$ cat src/rtl/led_mode_unit.sv
// led_mode_unit: drives WIDTH LEDs from WIDTH switches in one of four modes
// (PASS, INVERT, ROTATE, BLINK). Each debounced press of the active-low key
// steps to the next mode.
module led_mode_unit #(
    parameter int unsigned WIDTH           = 8,
    parameter int unsigned DEBOUNCE_CYCLES = 500000,
    parameter int unsigned TICK_DIV        = 12500000
) (
    input  logic             clk,
    input  logic             rst_n,
    input  logic             key,
    input  logic [WIDTH-1:0] sw,
    output logic [WIDTH-1:0] ledr,
    output logic [1:0]       mode
);

    localparam int unsigned DB_W = $clog2(DEBOUNCE_CYCLES);
    localparam int unsigned TK_W = $clog2(TICK_DIV);
    localparam logic [DB_W-1:0] DB_LAST = DB_W'(DEBOUNCE_CYCLES - 1);
    localparam logic [TK_W-1:0] TK_LAST = TK_W'(TICK_DIV - 1);

    typedef enum logic [1:0] {
        M_PASS   = 2'd0,
        M_INVERT = 2'd1,
        M_ROTATE = 2'd2,
        M_BLINK  = 2'd3
    } mode_t;

    logic             key_s1;
    logic             key_s2;
    logic             key_db;
    logic [DB_W-1:0]  db_cnt;
    logic             press_c;
    logic             tick_c;
    mode_t            mode_q;
    mode_t            mode_nxt_c;
    logic [TK_W-1:0]  tick_cnt;
    logic [WIDTH-1:0] pattern;
    logic             phase;

    // Two-flop synchronizer for the asynchronous key pin; idles released.
    always_ff @(posedge clk or negedge rst_n) begin
        if (!rst_n) begin
            key_s1 <= 1'b1;
            key_s2 <= 1'b1;
        end else begin
            key_s1 <= key;
            key_s2 <= key_s1;
        end
    end

    // Debounce: the level flips only after DEBOUNCE_CYCLES consecutive differing cycles.
    always_ff @(posedge clk or negedge rst_n) begin
        if (!rst_n) begin
            key_db <= 1'b1;
            db_cnt <= '0;
        end else if (key_s2 == key_db) begin
            db_cnt <= '0;
        end else if (db_cnt == DB_LAST) begin
            key_db <= key_s2;
            db_cnt <= '0;
        end else begin
            db_cnt <= db_cnt + DB_W'(1);
        end
    end

    // A press is the debounced 1->0 flip; release has no effect.
    assign press_c    = key_db & ~key_s2 & (db_cnt == DB_LAST);
    assign tick_c     = (tick_cnt == TK_LAST);
    assign mode_nxt_c = mode_t'(mode_q + 2'd1);

    // Mode machine with tick counter, rotate pattern and blink phase; mode entry beats tick.
    always_ff @(posedge clk or negedge rst_n) begin
        if (!rst_n) begin
            mode_q   <= M_PASS;
            tick_cnt <= '0;
            pattern  <= '0;
            phase    <= 1'b1;
        end else if (press_c) begin
            mode_q   <= mode_nxt_c;
            tick_cnt <= '0;
            if (mode_nxt_c == M_ROTATE) begin
                pattern <= sw;
            end
            if (mode_nxt_c == M_BLINK) begin
                phase <= 1'b1;
            end
        end else begin
            tick_cnt <= tick_c ? '0 : tick_cnt + TK_W'(1);
            if (tick_c && (mode_q == M_ROTATE)) begin
                pattern <= {pattern[WIDTH-2:0], pattern[WIDTH-1]};
            end
            if (tick_c && (mode_q == M_BLINK)) begin
                phase <= ~phase;
            end
        end
    end

    // LED drive, one edge behind the mode and its state.
    always_ff @(posedge clk or negedge rst_n) begin
        if (!rst_n) begin
            ledr <= '0;
        end else begin
            case (mode_q)
                M_PASS:   ledr <= sw;
                M_INVERT: ledr <= ~sw;
                M_ROTATE: ledr <= pattern;
                M_BLINK:  ledr <= phase ? sw : '0;
                default:  ledr <= sw;
            endcase
        end
    end

    assign mode = mode_q;

endmodule
$ cat config.mk
export PLATFORM = sky130hd
export DESIGN_NAME = led_mode_unit
export DESIGN_NICKNAME = d
export VERILOG_FILES = /design/src/rtl/led_mode_unit.sv
export SDC_FILE = /design/constraint.sdc
export NUM_CORES = 1
export LEC_CHECK = 0
export CORE_MARGIN = 3
export CORE_UTILIZATION = 60
export CTS_BUF_LIST = sky130_fd_sc_hd__clkbuf_4
export CTS_CLUSTER_DIAMETER = 80
export DETAILED_ROUTE_END_ITERATION = 16
export GPL_ROUTABILITY_DRIVEN = 1
export PLACE_DENSITY = 0.81
export SYNTH_ARGS = -nofsm -noshare
export SYNTH_HDL_FRONTEND = slang
export SYNTH_SLANG_ARGS = --single-unit
$ cat constraint.sdc
create_clock -name clk -period 2.5 [get_ports clk]
set_input_delay 0.5 -clock clk [delete_from_list [all_inputs] [get_ports clk]]
set_output_delay 0.5 -clock clk [all_outputs]
set_load 0.01 [all_outputs]
==> out/results.tsv, run 1 <==
stage	metric	value	unit
run_status	status	finished, final reports clean	
synth	synth_seq_cells	65	
timing	setup-tns-final	0	ps
drt	drt_pass1_iterations	4	
global_route	first_global_vias	2393	
setup_path	crit_path_max_fanout	12	
power_and_ir_drop	static-leakage-power	1.637	nW
cts	cts_buffer_depth	2	
synth	synth_async_sr_flop_share	100.0	%
drt	wl	6481	um
cells_and_area	layout-area-overhead-vs-synth	12.98	%
timing	worst_slew_margin_rel	48.02	%
global_route	grt_overflow	0	
synth	synth_top_area_cell	dfrtp_1	
placed_design	place.detailed.instances	414	
timing	number_of_setup_violations_in_the_final_report	0	
cells_and_area	drive_above_1_share	11.63	%
cts	post_cts.repair.setup_buffers	0	
drt	vias_per_cell	5.717	
global_route	grt.total_usage	21.85	%
synth	synthTopCellsByArea	dfrtp_1, nor2_1, xor2_1, xnor2_1, ha_1	
synth	ys.warnings.count	0	
timing	grt_setup_unrepaired	false	
setup_path	timing.rr.start	tick_cnt[8]	
die	io_pins	21	
synth	syn-num-nets	346	
die	floorplan.die_area	6490	um2
setup_path	worst_ep_required_time	2760	ps
worst_hold_path	path_category_of_the_worst_min_delay_check	in -> async	
die	starting_density_of_the_core	63.69	%
placed_design	dpl.hpwl	4316	um
synth	syn_avg_cell_area	10.23	um2
placed_design	port-buffer-count	20	
timing	maxSlewViolCount	0	
synth	synthMostInstantiatedCell	dfrtp_1	
global_route	grt_most_used_layer	met2	
power_and_ir_drop	vdd.ir_drop.worst	0.3474	mV
global_route	globalRouteMet1Util	29.33	%
die	die_height	80.56	um
global_route	antenna_found_initial	0	
drt	antenna_left	0	
timing	fmax	454.7	MHz
setup_path	reg2reg_depth	3	
setup_path	regToRegSetupSlack	300	ps
cells_and_area	diodes	0	
synth	synth_cell_types	42	
drt	route.vias.total	2464	
synth	syn_inst_count	326	
global_route	met3_usage	4.148	%
cts	clock_tree_from_tritoncts	built	
drt	detail_route.iter0.violations	127	
timing	tightest_slew	777.1	ps
cts	cts_max_level	3	
placed_design	gp_congestion	0.8163	
job	maximum_capacitance_violations	0	
timing	number_of_hold_slack_violations_in_the_final_timing_report	0	
cts	cts-buffers-inserted	9	
timing	final.setup_skew	19.06	ps
synth	synth_enable_flop_cells	0	
die	num_rows	26	
drt	post_route_drc_violation_count	0	
setup_path	critical_path.endpoint	tick_cnt[15]	
cells_and_area	post_layout_nonfiller_instances	431	
synth	synthTopCellsByCount	dfrtp_1, nor2_1, nand2_1	
power_and_ir_drop	power.density	479.5	nW/um2
die	coreArea	5238	um2
die	die_width	80.56	um
setup_path	setup.worst_path.start	tick_cnt[8]	
timing	final_min_period_over_clock_period	87.97	%
setup_path	cp-end-kind	flop	
synth	seq_area_frac_synth	48.91	%
setup_path	critical_path.startpoint_type	flop	
global_route	grt_pass1_wl	10830	um
setup_path	timing_worst_setup_path_type	reg -> reg	
cts	clkTransAtPathRegs	110	ps
global_route	grt_util_met2	33.69	%
drt	drt-wirelength-per-cell	15.04	um
cts	clock_sink_count	65	
cells_and_area	num-fill-cells	408	
cts	clock_insertion_delay_worst_skew	410	ps
synth	yosys.area.top_type_share	45.76	%
setup_path	r2r_end	tick_cnt[15]	
setup_path	worstPathArrival	2460	ps
synth	synth-main-ff-cell	dfrtp_1	
cts	clock_tree.root_cell	clkbuf_4	
global_route	maximum_number_of_pins_on_one_net_before_global_route_repair	36	
synth	synth.cell_area	3336	um2
timing	layout_min_cycle_time	2199	ps
cells_and_area	finalNetCount	376	
[registers in the layout (all words and copies together) (netlist names)]
signal and cells:
tick_cnt 24, db_cnt 19, ledr 8, pattern 8, mode 2, key_db 1, key_s1 1, key_s2 1
phase 1
[cells in the final DEF (no fill, tap or decap), drive strengths merged, types with 7 or more instances in the layout]
cell,count
nand2,26
nor3,7
nand3b,10
nand3,17
nor4,7
buf,7
xor2,21
ha,9
clkdlybuf4s50,19
inv,17
nor2,54
o21ai,10
xnor2,19
a22oi,8
clkbuf,10
dfrtp,61
nand4,13
o221a,8
[stage by stage]
step                      area (um2)  worst slack [ps]  hold slack (ps)  power (mW)  utilization (%)
after detailed placement        3617             65.61            346.9       1.171            69.06
after CTS                       3741             41.98            109.5       1.823            71.43
final                           3769             300.8            99.95       1.807            71.95
after global placement          3617             160.1            346.5       1.169            69.06
after global routing            3769             165.3            122.4       1.879            71.95
after floorplan                 3336             562.5            204.4       1.114                -
[kinds of logic after synthesis]
kind of cell	Yosys count	share of synthesized area [%]
mux	1	0.3001
buf+inv	25	3.638
xor+xnor	40	10.50
compound gates	31	7.540
simple gates	155	25.73
flops	65	48.91
fa+ha+maj	9	3.376
[worst max-delay path, stage by stage (launching register included)]
cell and delay [ps]:
dfrtp_1 440, or4_1 670, o41ai_4 790, nor2_1 130
[cell type report]
class / instances / area [um2] / area share, %
sequential: 65 / 1632 / 43.29
multi-input combinational: 237 / 1622 / 43.03
timing repair buffer: 26 / 240.2 / 6.374
tap: 70 / 87.58 / 2.324
clock buffer: 10 / 75.07 / 1.992
inverter: 17 / 63.81 / 1.693
clock inverter: 6 / 48.80 / 1.295
[where the power goes]
part	switching, mW	internal [mW]	leakage (nW)
logic	0.0442	0.0345	0.711
registers	0.00543	1.06	0.859
clock network	0.358	0.301	0.0680
total	0.408	1.40	1.64
[per-layer routing]
layer	vias to the layer above	share of wire [%]
met2	51	45
met1	1194	48
li1	1201	-
met5	-	0
met3	18	4.0
met4	0	2.6
[how the worst min path moves through the flow]
stage               startpoint  slack, ps    endpoint  depth (start not counted)
finish                   rst_n        100  pattern[0]                          2
global route             rst_n        120  pattern[0]                          2
CTS                      rst_n        110  pattern[7]                          2
detailed placement      key_s1        350      key_s2                          0
global placement        key_s1        350      key_s2                          0
floorplan                rst_n        200   db_cnt[0]                          0
[what timing repair did]
action / 4_1_cts / 5_1_grt
hold buffers: 0 / 0
gates resized for setup: 0 / 1
hold endpoints to repair: 0 / 0
setup endpoints to repair: 0 / 22
Power figures use the tool's default switching activity.
==> inputs of run 2 (changes only) <==
==> config.mk (replaced) <==
export PLATFORM = sky130hd
export DESIGN_NAME = led_mode_unit
export DESIGN_NICKNAME = d
export VERILOG_FILES = /design/src/rtl/led_mode_unit.sv
export SDC_FILE = /design/constraint.sdc
export NUM_CORES = 1
export LEC_CHECK = 0
export CORE_MARGIN = 10
export CORE_UTILIZATION = 61
export CTS_BUF_LIST = sky130_fd_sc_hd__clkbuf_4
export CTS_CLUSTER_DIAMETER = 80
export DETAILED_ROUTE_END_ITERATION = 16
export GPL_ROUTABILITY_DRIVEN = 1
export PLACE_DENSITY = 0.82
export SYNTH_ARGS = -nofsm -noshare
export SYNTH_HDL_FRONTEND = slang
export SYNTH_SLANG_ARGS = --single-unit
==> run 2 against run 1 <==
Routed wire length rose by 4.6%. Count of clock-buffer cells in the layout unchanged. Combinational power is 0.5% higher. Worst hold slack lost 8.9 ps. Clock power about the same. Global-route usage fell by 5.1 points. Non-clock buffer count increased by 1. Highest routed layer unchanged. Clock skew fell by 9.4 ps. Largest cell class unchanged. Via count increased by 1.3%. Worst setup slack lost 34 ps. First-iteration DRC count rose by 25%. Critical path type unchanged. Final cell count unchanged. Critical endpoint is now tick_cnt[7].
==> out/results.tsv, run 2 (synthesis gave the netlist of run 1 again) <==
stage	metric	value	unit
timing	final_min_period_over_clock_period	89.32	%
power_and_ir_drop	power.net_switching	0.4065	mW
setup_path	worstPathArrival	2510	ps
die	starting_density_of_the_core	64.09	%
drt	detail_route.iter0.violations	159	
die	num_rows	26	
cells_and_area	most_common_cell_after_layout_fill_and_taps_aside	dfrtp_1	
cts	clock_insertion_delay_worst_skew	410	ps
cts	cts_max_level	3	
cts	cts-hold-fix-buffers	0	
timing	fmax	447.8	MHz
die	die_height	93.95	um
die	coreArea	5205	um2
placed_design	place.detailed.instances	415	
die	io_pins	21	
global_route	grt_overflow	0	
placed_design	port-buffer-count	20	
power_and_ir_drop	static-leakage-power	1.745	nW
run_status	status	finished, final reports clean	
power_and_ir_drop	vdd.ir_drop.worst	0.4363	mV
global_route	grt.total_usage	16.76	%
global_route	grt_pass1_wl	11840	um
timing	timing.hold.ws	91.04	ps
power_and_ir_drop	swShare	22.50	%
power_and_ir_drop	power.density	478.5	nW/um2
drt	drt-wirelength-per-cell	15.74	um
cells_and_area	finalNetCount	377	
cells_and_area	number_of_flip_flops_in_the_largest_register	24	
timing	maxSlewViolCount	0	
cts	cts_buffer_depth	2	
job	maximum_capacitance_violations	0	
timing	final.setup_skew	9.693	ps
setup_path	worst_ep_required_time	2770	ps
placed_design	dpl.hpwl	4691	um
cells_and_area	layout-area-overhead-vs-synth	13.17	%
cells_and_area	diodes	0	
drt	drt_pass1_iterations	4	
global_route	first_global_vias	2496	
cells_and_area	post_layout_nonfiller_instances	431	
drt	route.vias.total	2496	
cells_and_area	largest_registers	tick_cnt: 24 flops, db_cnt: 19 flops	
timing	setup-tns-final	0	ps
timing	number_of_setup_violations_in_the_final_report	0	
cts	clkTransAtPathRegs	100	ps
cells_and_area	drive_above_1_share	12.47	%
global_route	antenna_found_initial	0	
power_and_ir_drop	share_comb_of_total_power	4.4	%
cells_and_area	area_used_by_multi_input_combinational_logic	1622	um2
global_route	maximum_number_of_pins_on_one_net_before_global_route_repair	36	
cts	cts-buffers-inserted	9	
timing	worst_slew_margin_rel	50.78	%
setup_path	cp-end-kind	flop	
cts	cts_repair_resize_count	0	
worst_hold_path	path_category_of_the_worst_min_delay_check	in -> async	
timing	layout_min_cycle_time	2233	ps
setup_path	timing_worst_setup_path_type	reg -> reg	
cts	clock_sink_count	65	
timing	number_of_hold_slack_violations_in_the_final_timing_report	0	
setup_path	crit_path_max_fanout	12	
timing	tightest_slew	735.8	ps
cts	clock_tree.root_cell	clkbuf_4	
cts	clock_tree_from_tritoncts	built	
power_and_ir_drop	share_clk_of_total_power	36.4	%
setup_path	critical_path.startpoint_type	flop	
drt	wl	6782	um
cts	post_cts.repair.setup_buffers	0	
timing	grt_setup_unrepaired	false	
drt	vias_per_cell	5.791	
drt	post_route_drc_violation_count	0	
drt	antenna_left	0	
power_and_ir_drop	power.sequential.fraction	59.2	%
power_and_ir_drop	intPower	1.400	mW
cells_and_area	max_flop_register	tick_cnt	
cells_and_area	final_cell_mix	dfrtp_1, nor2_1, nand2_1	
cells_and_area	sequential_cell_area	1632	um2
cells_and_area	final_util	72.52	%
cells_and_area	num-fill-cells	369	
die	floorplan.die_area	8827	um2
placed_design	gp_congestion	0.8210	
die	die_width	93.95	um
[run 2: final timing paths]
path                       slack, ps           to  depth (start not counted)          from
min                               90    db_cnt[1]                          2         rst_n
min in group clk                 360       key_s2                          0        key_s1
max                              270  tick_cnt[7]                          4  tick_cnt[22]
max in group asynchronous       2040        phase                          2         rst_n
max reg2reg                      270  tick_cnt[7]                          4  tick_cnt[22]
min reg2reg                      360       key_s2                          0        key_s1
[run 2: worst max-delay path, stage by stage, from the launching register on]
cell      delay (ps)
dfrtp_1          420
nand2b_1         170
or4_1            630
o41ai_4          760
nor2_1           120
[run 2: layer usage]
| layer | up-vias | wire [um] | track usage [%] |
|---|---|---|---|
| met2 | 88 | 3180 | 25.35 |
| met5 | - | 0 | 0 |
| li1 | 1202 | - | - |
| met1 | 1195 | 3039 | 21.73 |
| met4 | 0 | 112 | 5.316 |
| met3 | 11 | 450 | 6.155 |
[run 2: metrics by stage]
stage | worst slack, ps | power, mW | cell area, um2
after CTS | 79.14 | 1.826 | 3747
after floorplan | 562.5 | 1.114 | 3336
after global routing | 94.99 | 1.897 | 3775
final | 267.0 | 1.806 | 3775
after global placement | 175.9 | 1.170 | 3625
after detailed placement | 92.70 | 1.172 | 3625
[run 2: area by class of cell]
| type | count | share of cell area [%] |
|---|---|---|
| Multi-Input combinational cell | 237 | 42.96 |
| Clock inverter | 5 | 1.260 |
| Clock buffer | 10 | 1.989 |
| Tap cell | 70 | 2.320 |
| Timing Repair Buffer | 27 | 6.563 |
| Sequential cell | 65 | 43.22 |
| Inverter | 17 | 1.690 |
[run 2: power groups by stage]
stage	combinational [mW]	sequential (mW)	clock (mW)
floorplan	0.0204	1.09	0
global placement	0.0801	1.09	0
detailed placement	0.0811	1.09	0
CTS	0.0817	1.07	0.674
global route	0.0914	1.07	0.733
finish	0.0792	1.07	0.657
==> inputs of run 3 (changes only) <==
--- a/config.mk
+++ b/config.mk
@@ -12,6 +12,7 @@
 export DETAILED_ROUTE_END_ITERATION = 16
 export GPL_ROUTABILITY_DRIVEN = 1
 export PLACE_DENSITY = 0.82
+export RECOVER_POWER = 25
 export SYNTH_ARGS = -nofsm -noshare
 export SYNTH_HDL_FRONTEND = slang
 export SYNTH_SLANG_ARGS = --single-unit
==> run 3 against run 2 <==
The flow now finishes with violations (max-capacitance violations, max-slew violations). Combinational power fell by 2%. Via count is essentially flat. Sequential power barely moved. Critical path type unchanged. Largest cell class unchanged.
==> out/results.tsv, run 3 (synthesis gave the netlist of run 1 again) <==
stage	metric	value	unit
run_status	status	complete, but fails checks	
run_status	violations	max-capacitance violations, max-slew violations	
timing	maxSlewViolCount	67	
placed_design	port-buffer-count	20	
timing	number_of_setup_violations_in_the_final_report	0	
timing	grt_setup_unrepaired	false	
power_and_ir_drop	power.sequential.fraction	59.3	%
die	die_width	93.95	um
drt	drt_pass1_iterations	4	
cells_and_area	largest_registers	tick_cnt: 24 flops, db_cnt: 19 flops	
cts	clock_tree_from_tritoncts	built	
power_and_ir_drop	total_power	1.804	mW
power_and_ir_drop	power.net_switching	0.4064	mW
setup_path	timing.rr.start	tick_cnt[22]	
drt	vias_per_cell	5.789	
worst_hold_path	timing.hold.worst_endpoint	key_s2	
power_and_ir_drop	vdd.ir_drop.worst	0.4363	mV
die	io_pins	21	
drt	route.vias.total	2495	
global_route	grt_overflow	0	
power_and_ir_drop	intPower	1.398	mW
cells_and_area	drive_above_1_share	11.63	%
drt	wl	6781	um
global_route	maximum_number_of_pins_on_one_net_before_global_route_repair	36	
drt	detail_route.iter0.violations	159	
cts	clock_tree.root_cell	clkbuf_4	
cells_and_area	most_common_cell_after_layout_fill_and_taps_aside	dfrtp_1	
power_and_ir_drop	swShare	22.52	%
cts	cts_max_level	3	
cells_and_area	number_of_flip_flops_in_the_largest_register	24	
cells_and_area	final_cell_mix	dfrtp_1, nor2_1, nand2_1	
timing	final.setup_skew	9.693	ps
cts	cts-hold-fix-buffers	0	
timing	setup-tns-final	0	ps
power_and_ir_drop	share_comb_of_total_power	4.3	%
global_route	first_global_vias	2496	
timing	final_min_period_over_clock_period	89.32	%
power_and_ir_drop	share_clk_of_total_power	36.4	%
setup_path	worst_ep_required_time	2770	ps
timing	layout_min_cycle_time	2233	ps
cells_and_area	sequential_cell_area	1632	um2
drt	drt-wirelength-per-cell	15.73	um
setup_path	worstPathArrival	2510	ps
global_route	antenna_found_initial	0	
die	floorplan.die_area	8827	um2
cells_and_area	diodes	0	
die	coreArea	5205	um2
setup_path	r2r_end	tick_cnt[7]	
global_route	grt.total_usage	16.76	%
global_route	grt_pass1_wl	11840	um
timing	number_of_hold_slack_violations_in_the_final_timing_report	0	
die	die_height	93.95	um
power_and_ir_drop	power.density	479.1	nW/um2
setup_path	critical_path.startpoint_type	flop	
setup_path	crit_path_max_fanout	12	
cts	clock_insertion_delay_worst_skew	410	ps
timing	timing.hold.ws	361.0	ps
worst_hold_path	min_delay_path_depth	0	
cells_and_area	finalNetCount	377	
drt	antenna_left	0	
timing	worst_slew_margin_rel	-22.69	%
power_and_ir_drop	static-leakage-power	1.735	nW
placed_design	dpl.hpwl	4691	um
die	starting_density_of_the_core	64.09	%
worst_hold_path	holdCritStartpoint	key_s1	
job	maximum_capacitance_violations	2	
drt	post_route_drc_violation_count	0	
worst_hold_path	path_category_of_the_worst_min_delay_check	reg -> reg	
cts	clkTransAtPathRegs	100	ps
cts	clock_sink_count	65	
setup_path	cp-end-kind	flop	
cts	cts_buffer_depth	2	
placed_design	gp_congestion	0.8210	
setup_path	regToRegSetupSlack	270	ps
timing	tightest_slew	1840	ps
cells_and_area	num-fill-cells	369	
die	num_rows	26	
setup_path	timing_worst_setup_path_type	reg -> reg	
cells_and_area	layout-area-overhead-vs-synth	12.90	%
cells_and_area	max_flop_register	tick_cnt	
timing	fmax	447.8	MHz
cts	cts-buffers-inserted	9	
cells_and_area	area_used_by_multi_input_combinational_logic	1622	um2
setup_path	reg2reg_depth	4	
cts	cts_repair_resize_count	0	
cts	post_cts.repair.setup_buffers	0	
run 3: changes by cell type in the layout (fill, tap and decap cells not counted), sizes merged:
cell	before	now
clkbuf	10	13
buf	8	5
run 3: metrics by stage:
stage          utilization [%]  area (um2)  instances  worst slack [ps]
6_report                 72.36        3766        431             267.0
5_1_grt                  72.36        3766        431             94.99
4_1_cts                  72.00        3747        430             79.14
3_5_place_dp             69.64        3625        415             92.70
3_3_place_gp             69.64        3625        415             175.9
2_1_floorplan                -        3336        326             562.5
run 3: worst max-delay path by stage:
stage,from,endpoint,slack [ps],cells after the start
floorplan,db_cnt[6],pattern[0],560,4
global placement,tick_cnt[8],tick_cnt[19],180,3
detailed placement,tick_cnt[8],tick_cnt[6],90,3
CTS,tick_cnt[8],tick_cnt[6],80,3
global route,tick_cnt[22],tick_cnt[16],90,4
finish,tick_cnt[22],tick_cnt[7],270,4
run 3: layout make-up:
class	count	share of cell area, %
clock buffer	10	1.993
clock inverter	5	1.262
inverter	17	1.694
multi-input combinational	237	43.06
sequential	65	43.32
tap	70	2.326
timing repair buffer	27	6.346
run 3: routing by layer:
layer | part of all wire, % | wire length [um] | up-vias | track usage [%]
li1 | - | - | 1202 | -
met1 | 45 | 3042 | 1194 | 21.73
met2 | 47 | 3176 | 88 | 25.35
met3 | 6.6 | 449 | 11 | 6.155
met4 | 1.7 | 112 | 0 | 5.316
met5 | 0 | 0 | - | 0
run 3: power by group through the flow:
stage	registers, mW	logic, mW	clock network [mW]
after floorplan	1.09	0.0204	0
after global placement	1.09	0.0801	0
after detailed placement	1.09	0.0811	0
after CTS	1.07	0.0817	0.674
after global routing	1.07	0.0895	0.733
final	1.07	0.0774	0.657
run 3: critical path, stage by stage (launching register included):
cell and delay [ps]:
dfrtp_1 420, nand2b_1 170, or4_1 630, o41ai_4 760
nor2_1 120
